<file path="config.mk">
export PLATFORM = sky130hd
export DESIGN_NAME = store_buffer
export DESIGN_NICKNAME = d
export VERILOG_FILES = /design/src/rtl/store_buffer.sv
export SDC_FILE = /design/constraint.sdc
export NUM_CORES = 1
export LEC_CHECK = 0
export ABC_AREA = 1
export BUFFER_PORTS_ARGS = -buffer_cell sky130_fd_sc_hd__buf_2
export CAP_MARGIN = 20
export CELL_PAD_IN_SITES_DETAIL_PLACEMENT = 1
export CELL_PAD_IN_SITES_GLOBAL_PLACEMENT = 1
export CORE_MARGIN = 2
export CORE_UTILIZATION = 44
export DETAILED_ROUTE_END_ITERATION = 10
export GPL_ROUTABILITY_DRIVEN = 0
export GPL_TIMING_DRIVEN = 1
export PLACE_DENSITY_LB_ADDON = 0.1
export REMOVE_ABC_BUFFERS = 1
export SYNTH_ARGS = -nofsm -noshare
export SYNTH_HDL_FRONTEND = slang
export SYNTH_SLANG_ARGS = --single-unit
</file>
<file path="constraint.sdc">
create_clock -name clk -period 9.8 [get_ports clk]
set_input_delay 1.47 -clock clk [delete_from_list [all_inputs] [get_ports clk]]
set_output_delay 1.47 -clock clk [all_outputs]
set_load 0.02 [all_outputs]
</file>
<file path="src/rtl/store_buffer.sv">
// In-order doubleword store buffer between the MEM stage and Data_Memory.
// Optional macro STBUF_FWD_EN: forward buffered stores to loads; when undefined, matching loads stall.
module store_buffer #(
    parameter int DEPTH  = 4,
    parameter int ADDR_W = 64,
    parameter int DATA_W = 64
) (
    input  logic              clk,
    input  logic              reset,
    input  logic              st_valid,
    output logic              st_ready,
    input  logic [ADDR_W-1:0] st_addr,
    input  logic [DATA_W-1:0] st_data,
    input  logic              ld_valid,
    input  logic [ADDR_W-1:0] ld_addr,
    output logic              ld_hit,
    output logic [DATA_W-1:0] ld_fwd_data,
    output logic              ld_stall,
    output logic [ADDR_W-1:0] mem_address,
    output logic [DATA_W-1:0] mem_write_data,
    output logic              mem_memorywrite,
    output logic              mem_memoryread,
    output logic              sb_empty
);
    localparam int PTR_W = $clog2(DEPTH);
    localparam logic [PTR_W:0] FULL = (PTR_W+1)'(DEPTH);

    logic [ADDR_W-1:0] addr_q [DEPTH];
    logic [DATA_W-1:0] data_q [DEPTH];
    logic [PTR_W-1:0]  head, tail;
    logic [PTR_W:0]    count;

    logic ld_req, match_any, ld_port, push, drain;
`ifdef STBUF_FWD_EN
    logic [DATA_W-1:0] match_data;
`endif

    assign st_ready = (count != FULL);
    assign sb_empty = (count == '0);
    assign push     = st_valid & st_ready;
    // A load presented while reset is held must not claim the memory port.
    assign ld_req   = ld_valid & ~reset;

    // Walk entries oldest to youngest so the last match seen is the youngest.
    always_comb begin
        logic [PTR_W-1:0] idx;
        match_any = 1'b0;
`ifdef STBUF_FWD_EN
        match_data = '0;
`endif
        for (int unsigned k = 0; k < DEPTH; k++) begin
            idx = head + PTR_W'(k);
            if (((PTR_W+1)'(k) < count) &&
                (addr_q[idx][ADDR_W-1:3] == ld_addr[ADDR_W-1:3])) begin
                match_any = 1'b1;
`ifdef STBUF_FWD_EN
                match_data = data_q[idx];
`endif
            end
        end
    end

`ifdef STBUF_FWD_EN
    assign ld_hit      = ld_req & match_any;
    assign ld_fwd_data = ld_hit ? match_data : '0;
    assign ld_stall    = 1'b0;
`else
    assign ld_hit      = 1'b0;
    assign ld_fwd_data = '0;
    assign ld_stall    = ld_req & match_any;
`endif

    assign ld_port = ld_req & ~match_any;
    assign drain   = (count != '0) & ~ld_port;

    always_comb begin
        mem_memoryread  = ld_port;
        mem_memorywrite = drain;
        mem_address     = '0;
        mem_write_data  = '0;
        if (ld_port) begin
            mem_address = ld_addr;
        end else if (drain) begin
            mem_address    = addr_q[head];
            mem_write_data = data_q[head];
        end
    end

    always_ff @(posedge clk) begin
        if (push) begin
            addr_q[tail] <= st_addr;
            data_q[tail] <= st_data;
        end
    end

    always_ff @(posedge clk or posedge reset) begin
        if (reset) begin
            head  <= '0;
            tail  <= '0;
            count <= '0;
        end else begin
            if (push)
                tail <= tail + PTR_W'(1);
            if (drain)
                head <= head + PTR_W'(1);
            case ({push, drain})
                2'b10:   count <= count + (PTR_W+1)'(1);
                2'b01:   count <= count - (PTR_W+1)'(1);
                default: ;
            endcase
        end
    end

`ifndef SYNTHESIS
    always_ff @(posedge clk) begin
        if (!reset) begin
            if (st_valid)
                assert (st_addr[2:0] == 3'b000);
            if (ld_valid)
                assert (ld_addr[2:0] == 3'b000);
        end
    end
`endif

endmodule
</file>
======== Yosys cells after proc, flatten, opt, wreduce, memory -nomap -nowiden ========
Memories as Yosys holds them, arrays and structs flattened.
Index checks and enable logic that the tools add are counted.
cells by class
  order comparisons ....................... 4
  bitwise logic cells ..................... 8
  mux-type cells .......................... 11
  reductions and logical operators ........ 7
  $add $sub $neg .......................... 6
  eq/ne operators ......................... 7
operator list
  cell                                                                         count
  64-bit two-way mux                                                           4
  61-bit == test                                                               4
  1-bit by 3-bit less-than comparator with 1-bit output, first input constant  2
  2-bit by 3-bit less-than comparator with 1-bit output, first input constant  2
  1-bit two-way mux                                                            6
  3-bit one-hot mux with 2 select lines                                        1
  1-bit AND                                                                    5
  2-bit by 1-bit adder with 2-bit output, second input constant                2
  2-bit adder, second input constant                                           2
  1-bit logical AND                                                            4
  3-bit by 1-bit adder with 3-bit output, second input constant                1
  3-bit zero test                                                              1
  3-bit != test, second input constant                                         1
  1-bit inverter                                                               3
  3-bit nonzero test                                                           1
  3-bit by 1-bit subtractor with 3-bit output, second input constant           1
  2-bit by 1-bit == test with 1-bit output, second input constant              1
  2-bit == test, second input constant                                         1
  2-bit nonzero test                                                           1
storage, ports and cells
  memories kept ........................... 2
  flip-flop bits (word level) ............. 7
  bits of input ports ..................... 196
  bits in writable memories ............... 512
  logic and storage cells ................. 48
memories
  memory  depth  width  rd ports  clocked after Yosys merged registers in  write ports  RTL line  RTL
  addr_q  4      64     4         0                                        1            28        logic [ADDR_W-1:0] addr_q [DEPTH];
  data_q  4      64     1         0                                        1            29        logic [DATA_W-1:0] data_q [DEPTH];

======== Depth between registers and ports, before layout ========
An unclocked memory read counts as a cell.
  depth in word-level cells ............... 13
  gate-level depth with buffers ........... 30
  mapped depth without buffers ............ 25

======== Least setup slack after synthesis ========
Ideal clock, no wire load.
  kind .................................... input to register
  start ................................... input port st_valid
  end ..................................... memory addr_q[0][0] (enable)
  path slack .............................. 2204 ps
  stages .................................. 2
  required time ........................... 9183 ps
  buffers on the path ..................... 0
  arrival ................................. 6979 ps
  library setup time ...................... 617 ps
  path through ............................ nand2_1 -> nor2_1
on the way
  word-level cells in the longest chain between the ends .. 3
RTL lines
  item                                     RTL line  RTL
  start, declared                          10        input logic st_valid,
  1-bit AND                                40        assign push = st_valid & st_ready;
  1-bit two-way mux                        90        if (push) begin
  1-bit two-way mux (implied by the code)  91        addr_q[tail] <= st_addr;
  end, declared                            28
No other way between the ends.

======== Worst setup path in the final report ========
  start ................................... register head[0]
  end ..................................... output port mem_address[22]
on the way
  word-level cells in the longest chain between the ends .. 13
  elaborated cells between the ends (all ways) .. 22
RTL lines
  item                                                                                     RTL line  RTL
  start, declared                                                                          30        logic [PTR_W-1:0] head, tail;
  start signal, assigned                                                                   105       head <= head + PTR_W'(1);
  2-bit by 1-bit adder with 2-bit output / memory read 4 x 64 bit (equally long branches)  -
  memory read 4 x 64 bit (*)                                                               -
  61-bit == test / 1-bit logical AND (equally long branches)                               54, 53
  1-bit logical AND / 1-bit two-way mux (equally long branches)                            53        if (((PTR_W+1)'(k) < count) &&
  1-bit two-way mux (3 in series)                                                          53
  1-bit inverter                                                                           73        assign ld_port = ld_req & ~match_any;
  1-bit AND                                                                                73
  1-bit inverter                                                                           74        assign drain = (count != '0) & ~ld_port;
  1-bit AND                                                                                74
  64-bit two-way mux                                                                       83        end else if (drain) begin
  64-bit two-way mux (*)                                                                   81        if (ld_port) begin
  end, declared                                                                            19        output logic [ADDR_W-1:0] mem_address,
Every way passes the cells marked *; elsewhere a longest branch is shown, timed or not.

==> metrics.md <==
| Metric | Value |
|---|---|
| Status | `completed` |
| Row count | `94` |
| CP dominant cell by count | `nand2_1` |
| Flop pwr share | `0.269` |
| Register bit count reported by yosys | `519` |
| Stages on worst setup path | `22` |
| First-pass GRT wire length | `161 mm` |
| Post-CTS Setup Inserts | `0` |
| Total Nets Final | `4,106` |
| Cell Int Power | `5.91 mW` |
| Logic pwr share | `0.551` |
| Sequential share of the synthesized area | `0.527` |
| IO Count | `394` |
| Root buffer cell | `clkbuf_16` |
| Worst Tran Pin Value | `1.02 ns` |
| Pre-CTS WS | `2.37 ns` |
| Yosys Warn Count | `0` |
| Worst-Skew Late Latency | `0.63 ns` |
| Worst hold-check path type | `reg -> reg` |
| Biggest cell delay along the critical path | `0.72 ns` |
| Startpoint Class | `flip-flop` |
| Total GRT Usage | `0.302` |
| Leakage Power | `15.2 nW` |
| CP max-delay cell | `dfrtp_4` |
| CTS H-tree depth | `2` |
| Post-route ant nets | `0` |
| Setup WS post-layout | `1.72 ns` |
| Core area | `66,100 um2` |
| Die Width | `263 um` |
| Placed instance area | `31,400 um2` |
| Hold Path Depth | `1` |
| R2R cell count | `23` |
| Worst path buffer plus inverter count | `6` |
| Clk pwr share | `0.180` |
| Crit path arrival time | `6.61 ns` |
| # hold bufs at CTS | `0` |
| CP max FO | `86` |
| Power per Cell Area | `352 nW/um2` |
| Crit-path cells | `inv_6 -> nand2_1 -> nand2_4 -> buf_4 -> nand2_1 -> nand3_1 -> nand2_1 -> nor2_1 -> nand2_1 -> nor2_1 -> nand2_1 -> nor2_1 -> nand2_1 -> nand2_1 -> nor2_2 -> nand2_4 -> buf_4 -> inv_2 -> buf_4 -> nand2_1 -> nand2_1 -> buf_2` |
| Crit-path leading delay family | `simple AND/OR/NAND/NOR gates` |
| WS Path Type | `reg -> out` |
| Die height | `263 um` |
| Grt total ovfl | `0` |
| TritonCTS clock tree | `done` |
| Crit end category | `output port` |
| Met1 usage | `0.381` |
| Met2 Use GR | `0.533` |
| DRT Pass-1 Iters | `5` |
| Die ar. | `69,100 um2` |
| Critical Path RT | `8.33 ns` |
| Skew final | `0.0303 ns` |
| Final setup viols | `0` |
| Via density | `5.48` |
| Post_cts resized | `0` |
| Cell Area, Synth | `29,500 um2` |
| Min Tclk post-route | `8.08 ns` |
| Final Slew Violations | `0` |
| CTS clk-pin slew, worst paths | `0.06 ns` |
| Routed len/inst | `22.1 um` |
| Fmax | `124 MHz` |
| Sw power | `5.79 mW` |
| Top Usage Layer GRT | `met2` |
| Vias in the first global route | `26,800` |
| Endpoints failing hold | `0` |
| Clock Tree Buf Depth | `3` |
| Cells after Synth | `3,656` |
| Maximum VDD drop | `0.000266 V` |
| Cell variety after synth | `30` |
| # DRC | `0` |
| Area Growth Syn to Fin | `12.8%` |
| Design area | `33,300 um2` |
| Initial Util | `0.446` |
| Final wirelength | `106 mm` |
| Layout cells sized above 1 | `0.118` |
| Initial DRC Count | `1,826` |
| Met3 Use GR | `0.0445` |
| Antenna violations before repair | `16` |
| Fin crit share | `0.825` |
| Sw Share | `0.495` |
| Vias | `26,400` |
| Filler cell count in the final layout | `8,147` |
| Max cap viols | `0` |
| Slew headroom | `0.320` |
| Clock sinks | `519` |
| Setup TNS | `0 ns` |
| Hpwl dp | `75.1 mm` |
| Pin count of the biggest net entering global routing | `172` |
| Synth Area per Inst | `8.06 um2` |
| RSZ-0062 raised after global routing | `no` |
| Num CTS Buffers | `58` |
| PortBufs | `328` |
-- cell usage in the layout (no fill, tap or decap), types with 58 or more instances in the layout --
master     synthesis  final
nand2_1         1748   1747
edfxtp_1         512    512
nand3_1          459    459
buf_2             88    328
nor2_1           225    221
inv_1            156    151
conb_1             1     65
a22o_1            64     64
a221oi_1          64     64
o21ai_0           59     59
clkbuf_16          0     58
-- flip-flops by register name, indices dropped and copies added (netlist names) --
| signal | count |
|---|---|
| tail | 2 |
| data_q | 256 |
| count | 3 |
| head | 2 |
| addr_q | 256 |
-- cell families (layout without fill, tap and decap cells) --
logic type | Yosys count | count (layout) | share of synthesized area
XOR/XNOR | 6 | 6 | 0.00178
buffers and inverters | 400 | 625 | 0.0668
flip-flops | 519 | 519 | 0.527
AO/OA/AOI/OAI | 229 | 229 | 0.0558
adder cells (fa/ha/maj) | 9 | 9 | 0.00382
AND/OR/NAND/NOR | 2492 | 2492 | 0.344
other | 1 | 71 | 0.000127
-- through the flow --
step | total power, mW | hold WS, ns | util | cells
6_report | 11.7 | 0.553 | 0.503 | 4815
5_1_grt | 12.5 | 0.571 | 0.503 | 4814
4_1_cts | 11.7 | 0.557 | 0.503 | 4809
3_5_place_dp | 9.60 | 0.549 | 0.475 | 4705
3_3_place_gp | 9.47 | 0.527 | 0.475 | 4705
2_1_floorplan | 7.45 | 0.496 | - | 3481
-- layer usage --
layer / vias up / wire [um]
li1: 12600 / -
met1: 12900 / 43900
met2: 714 / 53000
met3: 172 / 5700
met4: 14 / 3550
met5: - / 92
-- cell usage after synthesis --
| library cell | count | area, um2 |
|---|---|---|
| inv_2 | 4 | 15.0 |
| buf_4 | 85 | 638 |
| nand2_2 | 2 | 12.5 |
| a22o_1 | 64 | 561 |
| edfxtp_1 | 512 | 15400 |
| or2_2 | 2 | 12.5 |
| xnor2_1 | 2 | 17.5 |
| clkbuf_1 | 55 | 206 |
| xor2_1 | 4 | 35.0 |
| dfrtp_1 | 7 | 175 |
| ha_1 | 9 | 113 |
| buf_2 | 88 | 440 |
| nor3_1 | 2 | 10.0 |
| o21ai_1 | 25 | 125 |
| inv_4 | 1 | 6.26 |
| nand3b_1 | 52 | 390 |
| nand2_4 | 1 | 11.3 |
| nor2_2 | 1 | 6.26 |
| buf_6 | 5 | 56.3 |
| o21ai_0 | 59 | 295 |
| conb_1 | 1 | 3.75 |
| nor2_1 | 225 | 845 |
| nand3_1 | 459 | 2300 |
| buf_1 | 6 | 22.5 |
| a22oi_1 | 4 | 30.0 |
| o211ai_1 | 3 | 22.5 |
| inv_1 | 156 | 586 |
| a221oi_1 | 64 | 561 |
| nand2_1 | 1748 | 6560 |
| a21oi_1 | 10 | 50.1 |
-- final cells by class --
class | count | area (um2) | area share
clock buffer | 74 | 1550 | 0.0467
sequential | 519 | 15600 | 0.468
inverter | 161 | 613 | 0.0184
clock inverter | 30 | 288 | 0.00865
multi-input combinational | 2801 | 12200 | 0.368
tap | 864 | 1080 | 0.0325
timing repair buffer | 360 | 1910 | 0.0573
antenna | 6 | 15.0 | 0.000452
-- power by group through the flow --
stage / sequential [mW] / combinational [mW] / clock, mW
floorplan: 3.32 / 4.13 / 0
finish: 3.14 / 6.45 / 2.11
CTS: 3.14 / 6.45 / 2.14
detailed placement: 3.19 / 6.42 / 0
global route: 3.19 / 7.11 / 2.22
global placement: 3.16 / 6.31 / 0
-- final timing paths --
path,from,to,slack (ns)
max reg2reg,head[0]$_DFFE_PP0P_,count[2]$_DFFE_PP0P_,3.98
max in group asynchronous,reset,head[0]$_DFFE_PP0P_,8.66
min reg2reg,count[0]$_DFFE_PP0P_,count[0]$_DFFE_PP0P_,0.55
min in group asynchronous,reset,count[2]$_DFFE_PP0P_,0.86
min,count[0]$_DFFE_PP0P_,count[0]$_DFFE_PP0P_,0.55
max,head[0]$_DFFE_PP0P_,mem_address[22],1.72
-- worst register-to-register path, stage by stage, from the launching register on --
cell and delay [ns]:
dfrtp_4 0.72, inv_6 0.59, nand2_1 0.24, nand2_4 0.71
buf_4 0.42, nand2_1 0.09, nand3_1 0.09, nand2_1 0.07
nor2_1 0.39, nand2_1 0.10, nor2_1 0.17, nand2_1 0.07
nor2_1 0.21, nand2_1 0.08, nand2_1 0.08, nor2_2 0.07
nand2_4 0.26, nand2_2 0.45, inv_2 0.15, ha_1 0.28
nor2_1 0.14, o21ai_0 0.13, xor2_1 0.17, inv_1 0.05
Power figures use the tool's default switching activity.
